--- src/rtl/stall_req_gen_pkg.sv ---
// -----------------------------------------------------------------------------
// stall_req_gen_pkg
// Shared definitions for the ID/EX stall request generator:
//   - REG_ADDR_W : architectural register index width
//   - state_e    : FSM encodings (IDLE / LOAD / MULTI)
//   - cause_e    : stall cause codes reported on cause_o
// -----------------------------------------------------------------------------
package stall_req_gen_pkg;

  localparam int REG_ADDR_W = 5;

  typedef enum logic [1:0] {
    ST_IDLE  = 2'd0,
    ST_LOAD  = 2'd1,
    ST_MULTI = 2'd2
  } state_e;

  typedef enum logic [1:0] {
    CAUSE_NONE  = 2'b00,
    CAUSE_LOAD  = 2'b01,
    CAUSE_MULTI = 2'b10
  } cause_e;

endpackage

--- src/rtl/stall_req_gen_hazard_cmp.sv ---
// -----------------------------------------------------------------------------
// stall_req_gen_hazard_cmp  (the hazard_cmp comparator)
// Purely combinational load-use detector. Kept separate so that forwarding
// logic can reuse the same register-match comparison.
// Ports:
//   ex_mem_read_i  : EX instruction is a load
//   ex_rd_addr_i   : EX destination register
//   id_rs1_read_i  : ID instruction reads rs1
//   id_rs1_addr_i  : rs1 index
//   id_rs2_read_i  : ID instruction reads rs2
//   id_rs2_addr_i  : rs2 index
//   load_hit_o     : ID needs the value the EX load has not produced yet
// -----------------------------------------------------------------------------
module stall_req_gen_hazard_cmp
  import stall_req_gen_pkg::*;
(
  input  logic                  ex_mem_read_i,
  input  logic [REG_ADDR_W-1:0] ex_rd_addr_i,
  input  logic                  id_rs1_read_i,
  input  logic [REG_ADDR_W-1:0] id_rs1_addr_i,
  input  logic                  id_rs2_read_i,
  input  logic [REG_ADDR_W-1:0] id_rs2_addr_i,
  output logic                  load_hit_o
);

  logic rd_nonzero;
  logic rs1_match;
  logic rs2_match;

  // x0 is hard-wired to zero, so a load targeting it never creates a hazard.
  assign rd_nonzero = (ex_rd_addr_i != '0);
  assign rs1_match  = id_rs1_read_i && (id_rs1_addr_i == ex_rd_addr_i);
  assign rs2_match  = id_rs2_read_i && (id_rs2_addr_i == ex_rd_addr_i);
  assign load_hit_o = ex_mem_read_i && rd_nonzero && (rs1_match || rs2_match);

endmodule

--- src/rtl/stall_req_gen.sv ---
// -----------------------------------------------------------------------------
// stall_req_gen
// Requesting end of the ID/EX stall interface. Detects load-use hazards and
// multi-cycle EX operations, holds stallreq for a counted number of cycles and
// then guarantees exactly one release cycle, so the hazard that stays frozen
// in EX during the stall cannot re-trigger forever.
//
// Parameters:
//   LOAD_STALL_CYCLES : stall cycles per load-use hazard (>=1)
//   MULTI_CYCLES      : stall cycles per multi-cycle op unless done early (>=1)
//   CNT_W             : counter width, holds max(LOAD_STALL_CYCLES,MULTI_CYCLES)-1
//
// Ports:
//   clk, rst              : clock, synchronous active-high reset
//   flush_i               : pipeline flush, aborts any stall
//   ex_mem_read_i         : EX instruction is a load
//   ex_rd_addr_i          : EX destination register
//   id_rs1_read_i/addr_i  : ID rs1 usage
//   id_rs2_read_i/addr_i  : ID rs2 usage
//   ex_multi_start_i      : EX instruction is a multi-cycle op
//   ex_multi_done_i       : multi-cycle result ready (early termination)
//   stallreq_id_ex_o      : stall request
//   busy_o                : FSM not IDLE
//   cause_o               : 00 none, 01 load-use, 10 multi-cycle
//   perf_stall_cycles_o   : stalled-cycle counter
//
// Configuration macro STALL_PERF_EN:
//   defined   -> perf_stall_cycles_o counts cycles with stallreq high (wraps,
//                cleared only by rst)
//   undefined -> no counter, perf_stall_cycles_o tied to 0
// -----------------------------------------------------------------------------
module stall_req_gen
  import stall_req_gen_pkg::*;
#(
  parameter int LOAD_STALL_CYCLES = 1,
  parameter int MULTI_CYCLES      = 32,
  parameter int CNT_W             = 6
) (
  input  logic                  clk,
  input  logic                  rst,
  input  logic                  flush_i,
  input  logic                  ex_mem_read_i,
  input  logic [REG_ADDR_W-1:0] ex_rd_addr_i,
  input  logic                  id_rs1_read_i,
  input  logic [REG_ADDR_W-1:0] id_rs1_addr_i,
  input  logic                  id_rs2_read_i,
  input  logic [REG_ADDR_W-1:0] id_rs2_addr_i,
  input  logic                  ex_multi_start_i,
  input  logic                  ex_multi_done_i,
  output logic                  stallreq_id_ex_o,
  output logic                  busy_o,
  output logic [1:0]            cause_o,
  output logic [31:0]           perf_stall_cycles_o
);

  // The IDLE trigger cycle is already one stall cycle, so the counter is
  // loaded with N-1 remaining cycles.
  localparam logic [CNT_W-1:0] LOAD_CNT_INIT  = CNT_W'(LOAD_STALL_CYCLES - 1);
  localparam logic [CNT_W-1:0] MULTI_CNT_INIT = CNT_W'(MULTI_CYCLES - 1);

  state_e           state_q, state_d;
  logic [CNT_W-1:0] cnt_q, cnt_d;
  logic             load_hit;
  logic             stallreq_c;
  cause_e           cause_c;
  logic             release_c;

  stall_req_gen_hazard_cmp u_hazard_cmp (
    .ex_mem_read_i (ex_mem_read_i),
    .ex_rd_addr_i  (ex_rd_addr_i),
    .id_rs1_read_i (id_rs1_read_i),
    .id_rs1_addr_i (id_rs1_addr_i),
    .id_rs2_read_i (id_rs2_read_i),
    .id_rs2_addr_i (id_rs2_addr_i),
    .load_hit_o    (load_hit)
  );

  always_ff @(posedge clk) begin
    if (rst) begin
      state_q <= ST_IDLE;
      cnt_q   <= '0;
    end else begin
      state_q <= state_d;
      cnt_q   <= cnt_d;
    end
  end

  // A stalling state releases when its count is exhausted, or (MULTI only)
  // when the unit reports its result early.
  assign release_c = (cnt_q == '0) ||
                     ((state_q == ST_MULTI) && ex_multi_done_i);

  always_comb begin
    state_d    = state_q;
    cnt_d      = cnt_q;
    stallreq_c = 1'b0;
    cause_c    = CAUSE_NONE;

    if (flush_i) begin
      // Flush kills the hazarding instruction; nothing left to wait for.
      state_d = ST_IDLE;
      cnt_d   = '0;
    end else begin
      case (state_q)
        ST_IDLE: begin
          if (load_hit) begin
            stallreq_c = 1'b1;
            cause_c    = CAUSE_LOAD;
            state_d    = ST_LOAD;
            cnt_d      = LOAD_CNT_INIT;
          end else if (ex_multi_start_i) begin
            stallreq_c = 1'b1;
            cause_c    = CAUSE_MULTI;
            state_d    = ST_MULTI;
            cnt_d      = MULTI_CNT_INIT;
          end
        end

        ST_LOAD, ST_MULTI: begin
          if (release_c) begin
            // Release cycle: the frozen hazard is still visible in EX, so no
            // trigger is evaluated here.
            state_d = ST_IDLE;
            cnt_d   = '0;
          end else begin
            stallreq_c = 1'b1;
            cause_c    = (state_q == ST_LOAD) ? CAUSE_LOAD : CAUSE_MULTI;
            cnt_d      = cnt_q - CNT_W'(1);
          end
        end

        default: begin
          state_d = ST_IDLE;
          cnt_d   = '0;
        end
      endcase
    end
  end

  // Outputs are forced low for as long as reset is asserted.
  assign stallreq_id_ex_o = !rst && stallreq_c;
  assign cause_o          = rst ? 2'b00 : cause_c;
  assign busy_o           = !rst && (state_q != ST_IDLE);

`ifdef STALL_PERF_EN
  logic [31:0] perf_q;

  always_ff @(posedge clk) begin
    if (rst) begin
      perf_q <= '0;
    end else if (stallreq_id_ex_o) begin
      perf_q <= perf_q + 32'd1;
    end
  end

  assign perf_stall_cycles_o = perf_q;
`else
  assign perf_stall_cycles_o = 32'd0;
`endif

endmodule
--- config.mk ---
export PLATFORM = sky130hd
export DESIGN_NAME = stall_req_gen
export DESIGN_NICKNAME = d
export VERILOG_FILES = /design/src/rtl/stall_req_gen_pkg.sv /design/src/rtl/stall_req_gen_hazard_cmp.sv /design/src/rtl/stall_req_gen.sv
export SDC_FILE = /design/constraint.sdc
export NUM_CORES = 1
export LEC_CHECK = 0
export CAP_MARGIN = 10
export CORE_MARGIN = 1
export CORE_UTILIZATION = 37
export DETAILED_ROUTE_END_ITERATION = 10
export PLACE_DENSITY_LB_ADDON = 0.05
export SLEW_MARGIN = 10
export SYNTH_ARGS = -nofsm -noshare
export SYNTH_HDL_FRONTEND = slang
export SYNTH_SLANG_ARGS = --single-unit
--- constraint.sdc ---
create_clock -name clk -period 3.9 [get_ports clk]
set_input_delay 1.17 -clock clk [delete_from_list [all_inputs] [get_ports clk]]
set_output_delay 1.17 -clock clk [all_outputs]
set_load 0.05 [all_outputs]
==> results.toml, run 1 <==
[routing]
route.detailed.drc = 0
dr_total_vias = 912
first_iter_violations = 25
wirelength_mm = 2.31
detail-route-antenna-nets = 0
wl_per_cell_um = 11.8
first_pass_iters = 4
routed_via_density = 4.65

[clocking]
htreeDepth = 1
clk_latency_ps = 250
cts_tree = "yes"
clock-sinks = 8
cts_buffer_depth = 2
cts.clk_slew.worst_paths_ps = 60
numCtsBuffers = 3
root_buffer = "clkbuf_4"

[grt]
antenna_found_initial = 0
grt_pass1_wl_mm = 3.55
grtUsageTotal_pct = 17.3
grt_max_degree = 11
grt_pass1_vias = 817
grt_overflow = 0

[power_and_ir_drop]
power.total_mw = 0.319
ir_worst_vdd_v = 0.000235
leakage_nw = 0.636
powerDensity_mw_per_mm2 = 248

[setup_path]
crit_required_ps = 2730
worstPathCellList = "clkdlybuf4s15_1 -> or4_4 -> o21a_1 -> clkinv_2 -> o21ai_2 -> o22a_2 -> nor2_4 -> buf_12"
end_kind = "primary output"
crit_fanout = 3
crit_slowest_cell = "or4_4"
startpoint_type = "primary input"
cp_num_buf_inv = 3
crit_family = "simple AND/OR/NAND/NOR gates"
max_stage_delay_ps = 480
crit_type = "in -> out"
cp_data_arrival_time_ps = 2660

[min_path]
hold_class = "reg -> reg"

[floorplan]
fp.dieW_um = 53.1
die_h_um = 53.1
die-area_sq_mm = 0.00282
initial_core_util_pct = 38.9
core_area_sq_mm = 0.00248
row_count = 18
num_io_pins = 59

[timing]
fin_crit_ps = 3830
clock_skew_ps = 5.21
setup_viol_count_final = 0
holdWs_ps = 486
finalHoldViolations = 0
slew_violations = 0
fin_ws_ps = 68.8
max_freq_mhz = 261
fin_crit_sh_pct = 98.2
relSlewSlack_pct = 34.9
tightest_slew_ps = 965

[synthesis]
yosys-mux-area-fraction_pct = 1.04
synth_xor_area_share_pct = 11.8
ys_async_sr_fraction_pct = 0
synth_compound_area_share_pct = 16.3
netlist_area_sq_um = 965
yosys_warnings = 0
synth_top_family_by_area = "buffers and inverters"
yosysSeqAreaShare_pct = 16.6
synth-edff-count = 0
synthAdderAreaFrac_pct = 6.49
synthSimpleGateAreaFrac_pct = 17.6
syn_avg_cell_area_sq_um = 7.54
syn_inst = 128
synth_seq_cells = 8
ys_types = 37
synth_flop_cell = "dfxtp_1"

[run]
cap_violations = 0

[cells_and_area]
drive_gt1_share_pct = 19.9
layout_commonest_cell = "conb_1"
stdcell_count = 196
area_delta_synth_final_pct = 33.6
num_antenna_cells = 0
nNetsFinal = 196
final_util_pct = 52.0
final_cell_mix = "32 x conb_1, 15 x buf_4, 10 x xnor2_1, 10 x nand2_1, 9 x clkdlybuf4s50_1"

[status]
outcome = "finished clean"

[placement]
placed_cells = 189
dp_hpwl_mm = 1.77
pre_cts_ws_ps = -212
io_buffer_count = 26
gp_congestion = 0.750
==> synth_stat cells, drive strengths merged, types with 2 or more instances <==
library cell   n  share of area (%)
a21oi          6                3.1
buf           34                 26
dfxtp          8                 17
ha             5                6.5
inv            6                2.3
nand2         10                3.9
nand3          3                1.6
nand4          3                1.9
nor2           6                2.3
nor3           4                2.1
o21ai          7                4.0
o22a           2                1.9
or2            4                2.6
xnor2         11                 10
xor2           2                1.8
==> kinds of logic (layout without fill, tap and decap cells) <==
family / count (synthesis) / in the layout
AOI/OAI and AO/OA: 24 / 24
xor gates and xnor gates: 13 / 13
adders and majority gates: 5 / 5
buffers and inverters: 42 / 49
DFF: 8 / 8
muxes: 1 / 1
other: 1 / 32
and+or+nand+nor: 34 / 34
==> sequential cells by signal, indices dropped and copies added, names as in the netlist <==
register and flops:
cnt_q 6, state_q 2
==> stage by stage <==
step           setup TNS (ps)  area [sq um]
3_3_place_gp             -413          1210
4_1_cts                     0          1260
5_1_grt                 -6.55          1290
6_report                    0          1290
3_5_place_dp             -389          1210
2_1_floorplan               0          1090
==> worst reg2reg max path: stages (launching register included) <==
cell      delay, ps
dfxtp_1         330
inv_1            70
ha_1            170
nand2_1          90
o311ai_0        810
buf_4           290
nor2_1           70
a22o_1          210
a21o_1          170
==> path summary, 6_finish.rpt <==
kind,startpoint,endpoint,slack [ps],cells after the start
setup / recovery,ex_rd_addr_i[2],cause_o[1],70,8
hold / removal,cnt_q[5],cnt_q[5],490,1
setup reg to reg,cnt_q[0],cnt_q[5],1590,8
hold reg to reg,cnt_q[5],cnt_q[5],490,1
==> metal layers <==
metal | routed length, um | vias to the layer above | track usage (%)
met1 | 966 | 424 | 22.1
met5 | 0 | - | 0
li1 | - | 447 | -
met4 | 27 | 0 | 1.32
met2 | 1160 | 39 | 30.2
met3 | 149 | 2 | 4.31
==> where the power goes <==
group          internal, mW  switching, mW  total [mW]  leakage [nW]
logic                0.0528          0.112       0.164         0.557
clock network        0.0354         0.0305      0.0659        0.0138
registers            0.0853        0.00355      0.0889        0.0654
==> cell type report <==
cell class,instances,area (sq um)
Clock buffer,3,22.5
Tap cell,30,37.5
Inverter,7,27.5
Sequential cell,8,160
Multi-Input combinational cell,109,663
Timing Repair Buffer,39,378
Fill cell,247,1190
==> what timing repair did <==
item	CTS	global route
pin swaps	7	13
endpoints found under the setup margin	3	3
setup buffers	2	2
resized for setup	11	12
cloned	0	0
hold buffers	0	0
Note: power is estimated with default switching activity, not from simulation.
==> inputs of run 2 (changes only) <==
CORE_UTILIZATION = 40   (was 37)
clock period = 4.8 ns   (was 3.9 ns; I/O delays follow)
==> run 2 against run 1 <==
Against the previous run: largest cell class unchanged; total power shrank 20%; sequential power shrank 19%; critical path type unchanged; clock power shrank 17%.
==> results.toml, run 2 (synthesized netlist as in run 1, its figures left out) <==
[timing]
fin_ws_ps = 158
tns_ps = 0
max_freq_mhz = 215
fin_crit_sh_pct = 96.7
tightest_slew_ps = 630
rsz0062_at_grt = "no"
finalHoldViolations = 0
setup_viol_count_final = 0
clock_skew_ps = 1.72
holdWs_ps = 503
relSlewSlack_pct = 57.3
fin_crit_ps = 4640
slew_violations = 0

[power_and_ir_drop]
p_comb_share_pct = 50.4
p_int_mw = 0.139
p_clk_share_pct = 21.3
seqPwrFrac_pct = 28.3
ir_worst_vdd_v = 0.000163
power_switching_share_pct = 45.4
powerDensity_mw_per_mm2 = 212
power.total_mw = 0.255
switchingPower_mw = 0.116
leakage_nw = 0.524

[floorplan]
core_area_sq_mm = 0.00223
initial_core_util_pct = 43.2
row_count = 17
num_io_pins = 59
die_h_um = 51.1
fp.dieW_um = 51.1
die-area_sq_mm = 0.00261

[min_path]
hold_class = "reg -> reg"

[routing]
wl_per_cell_um = 11.1
first_iter_violations = 16
detail-route-antenna-nets = 0
routed_via_density = 4.53
first_pass_iters = 4
route.detailed.drc = 0
wirelength_mm = 2.08
dr_total_vias = 847

[cells_and_area]
area_delta_synth_final_pct = 24.9
num_antenna_cells = 0
drive_gt1_share_pct = 11.9
final_cell_mix = "32 x conb_1, 23 x clkdlybuf4s50_1, 11 x xnor2_1"
fillers = 233
final_cell_area_sq_mm = 0.00120
layout_commonest_cell = "conb_1"
stdcell_count = 187
largest_reg_flops = 6
nNetsFinal = 189
top_regs = "cnt_q: 6 flops, state_q: 2 flops"
top_register = "cnt_q"
final_util_pct = 53.9

[clocking]
hold_buffers = 0
clock-sinks = 8
htreeDepth = 1
post_cts_buffers = 0
clk_latency_ps = 260
cts.clk_slew.worst_paths_ps = 60
numCtsBuffers = 3
cts_buffer_depth = 2
cts_tree = "yes"
root_buffer = "clkbuf_4"

[setup_path]
crit_required_ps = 3360
max_stage_delay_ps = 520
end_kind = "primary output"
worstPathCellList = "clkdlybuf4s50_1 -> or4_1 -> o21a_1 -> clkinv_2 -> o21ai_2 -> o22a_2 -> nor2_2 -> buf_12"
cp_data_arrival_time_ps = 3200
cp_num_buf_inv = 3
crit_family = "simple AND/OR/NAND/NOR gates"
startpoint_type = "primary input"
crit_fanout = 3
crit_type = "in -> out"
crit_slowest_cell = "or4_1"

[placement]
gp_congestion = 0.816
io_buffer_count = 26
pre_cts_ws_ps = 114
placed_cell_area_sq_mm = 0.00118
dp_hpwl_mm = 1.73
placed_cells = 184

[grt]
grt_pass1_wl_mm = 3.65
grt_max_degree = 11
antenna_found_initial = 0
grtUsageTotal_pct = 19.0
grt_pass1_vias = 802
grt_overflow = 0

[status]
outcome = "finished clean"

[run]
cap_violations = 0
run 2: changes by cell type in the layout (fill, tap and decap cells not counted), sizes merged:
cell	before	now
buf	17	9
clkbuf	5	3
clkdlybuf4s15	2	0
clkdlybuf4s50	9	23
dlygate4sd2	2	0
dlymetal6s2s	7	0
run 2: path summary, 6_finish.rpt:
kind	from	to	slack [ps]	depth (start not counted)
setup / recovery	ex_rd_addr_i[0]	cause_o[1]	160	8
hold / removal	cnt_q[5]	cnt_q[5]	500	1
setup reg to reg	cnt_q[0]	cnt_q[5]	2740	8
hold reg to reg	cnt_q[5]	cnt_q[5]	500	1
run 2: area by class of cell:
class / count / area, sq um / share of cell area, %
clock buffer: 3 / 22.5 / 1.87
inverter: 7 / 27.5 / 2.28
multi-input combinational: 109 / 637 / 52.9
sequential: 8 / 160 / 13.3
tap: 28 / 35.0 / 2.91
timing repair buffer: 32 / 323 / 26.8
run 2: timing repair:
| item | in CTS | in global routing |
|---|---|---|
| endpoints found under the setup margin | 0 | 1 |
| gates resized for setup | 0 | 1 |
| hold endpoints to repair | 0 | 0 |
run 2: routing by layer:
| layer | routed length [um] | track usage [%] | up-vias |
|---|---|---|---|
| met5 | 0 | 0 | - |
| met4 | 0 | 2.78 | 0 |
| met3 | 132 | 5.36 | 0 |
| met2 | 969 | 30.5 | 38 |
| met1 | 975 | 25.5 | 381 |
| li1 | - | - | 428 |
run 2: power groups by stage:
stage	Clock [mW]	Sequential, mW	Combinational, mW
after floorplan	0	0.0729	0.115
after global placement	0	0.0735	0.127
after detailed placement	0	0.0736	0.128
after CTS	0.0566	0.0721	0.128
after global routing	0.0589	0.0727	0.138
final	0.0544	0.0722	0.129
==> inputs of run 3 (changes only) <==
DONT_BUFFER_PORTS = 1   (was not set)
==> run 3 against run 2 <==
Against the previous run: fmax rose by 6.6%; register-to-register slack improved by 340 ps; hold slack got worse by 8.8 ps; sequential power barely moved; global-route usage fell by 4.8 points; clock power fell by 7.2%; utilization fell by 13 points; sequential cell count did not move.
==> results.toml, run 3 (synthesized netlist as in run 1, its figures left out) <==
[floorplan]
initial_core_util_pct = 43.2
num_io_pins = 59
core_area_sq_mm = 0.00223
row_count = 17
die_h_um = 51.1
die-area_sq_mm = 0.00261
fp.dieW_um = 51.1

[placement]
io_buffer_count = 0
pre_cts_ws_ps = 438
dp_hpwl_mm = 1.42
gp_congestion = 0.787
placed_cells = 156
placed_cell_area_sq_um = 887

[run]
cap_violations = 0

[grt]
grt_max_degree = 12
grt_pass1_wl_mm = 2.70
antenna_found_initial = 0
grtUsageTotal_pct = 14.1
grt_overflow = 0
grt_pass1_vias = 592

[clocking]
numCtsBuffers = 3
cts_tree = "yes"
ctsResizeCount = 0
root_buffer = "clkbuf_4"
cts_buffer_depth = 2
htreeDepth = 1
hold_buffers = 0
cts.clk_slew.worst_paths_ps = 50
post_cts_buffers = 0
clk_latency_ps = 250
clock-sinks = 8

[setup_path]
critical_path.endpoint = "cause_o[1]"
crit_required_ps = 3360
cp_data_arrival_time_ps = 2920
crit_type = "in -> out"
worstReg2RegEnd = "cnt_q[5]"
r2r_setup_slack_ps = 3080
end_kind = "primary output"
reg2reg_depth = 5
crit_start = "ex_rd_addr_i[0]"
startpoint_type = "primary input"
rr_startpoint = "state_q[0]"
crit_fanout = 11

[cells_and_area]
final_cell_mix = "32 x conb_1, 11 x xnor2_1, 10 x nand2_1"
fillers = 257
nNetsFinal = 161
top_register = "cnt_q"
num_antenna_cells = 0
final_cell_area_sq_um = 910
area_delta_synth_final_pct = -5.71
largest_reg_flops = 6
drive_gt1_share_pct = 9.92
top_regs = "cnt_q: 6 flops, state_q: 2 flops"
stdcell_count = 159
layout_commonest_cell = "conb_1"

[routing]
route.detailed.drc = 0
routed_via_density = 4.62
first_iter_violations = 8
detail-route-antenna-nets = 0
dr_total_vias = 735
wirelength_mm = 1.70
first_pass_iters = 4
wl_per_cell_um = 10.7

[power_and_ir_drop]
leakage_nw = 0.404
ir_worst_vdd_v = 0.000110
power.total_mw = 0.224
powerDensity_mw_per_mm2 = 246

[status]
outcome = "finished clean"

[timing]
rsz0062_at_grt = "no"
setup_viol_count_final = 0
tightest_slew_ps = 892
fin_crit_ps = 4360
fin_ws_ps = 445
relSlewSlack_pct = 40.3
clock_skew_ps = 0.512
finalHoldViolations = 0
max_freq_mhz = 230
slew_violations = 0
fin_crit_sh_pct = 90.7
tns_ps = 0

[min_path]
hold_class = "reg -> reg"
whs_path_depth = 1
run 3: cell types whose count changed in the layout (fill, tap and decap cells not counted):
cell,before,now
buf_12,2,0
buf_4,7,4
clkdlybuf4s50_1,23,0
nor2_1,5,6
nor2_2,1,0
run 3: final cells by class:
type | instances | area [sq um] | area share, %
flip-flops and latches | 8 | 160 | 17.6
inverters | 7 | 27.5 | 3.03
well taps | 28 | 35.0 | 3.85
repair buffers | 4 | 30.0 | 3.30
clock buffers | 3 | 22.5 | 2.48
multi-input cells | 109 | 634 | 69.7
run 3: stage by stage:
stage                     hold slack [ps]  utilization, %
after floorplan                       445               -
after global placement                474            39.7
after detailed placement              479            39.7
after CTS                             490            40.7
after global routing                  496            40.7
final                                 494            40.7
run 3: critical path: stages:
cell and delay [ps]:
or4_1 530, o21a_1 220, clkinv_2 60, o21ai_2 140
o22a_2 240, nor2_1 80, buf_4 200
run 3: per-layer routing:
| metal | global-route usage, % | share of wire (%) |
|---|---|---|
| met1 | 17.1 | 41 |
| met2 | 22.4 | 51 |
| met3 | 4.46 | 7.5 |
| met4 | 6.94 | 0 |
| met5 | 0 | 0 |
run 3: how the worst min path moves through the flow:
stage          startpoint  slack [ps]        to
2_1_floorplan    cnt_q[5]         440  cnt_q[5]
3_3_place_gp     cnt_q[5]         470  cnt_q[5]
3_5_place_dp     cnt_q[5]         480  cnt_q[5]
4_1_cts          cnt_q[5]         490  cnt_q[5]
5_1_grt          cnt_q[5]         500  cnt_q[5]
6_report         cnt_q[5]         490  cnt_q[5]
run 3: power by group:
group | internal [mW] | leakage, nW | switching [mW] | total (mW)
Combinational | 0.0215 | 0.325 | 0.0796 | 0.101
Clock | 0.0285 | 0.0138 | 0.0219 | 0.0505
Sequential | 0.0694 | 0.0654 | 0.00293 | 0.0724
Total | 0.119 | 0.404 | 0.104 | 0.224
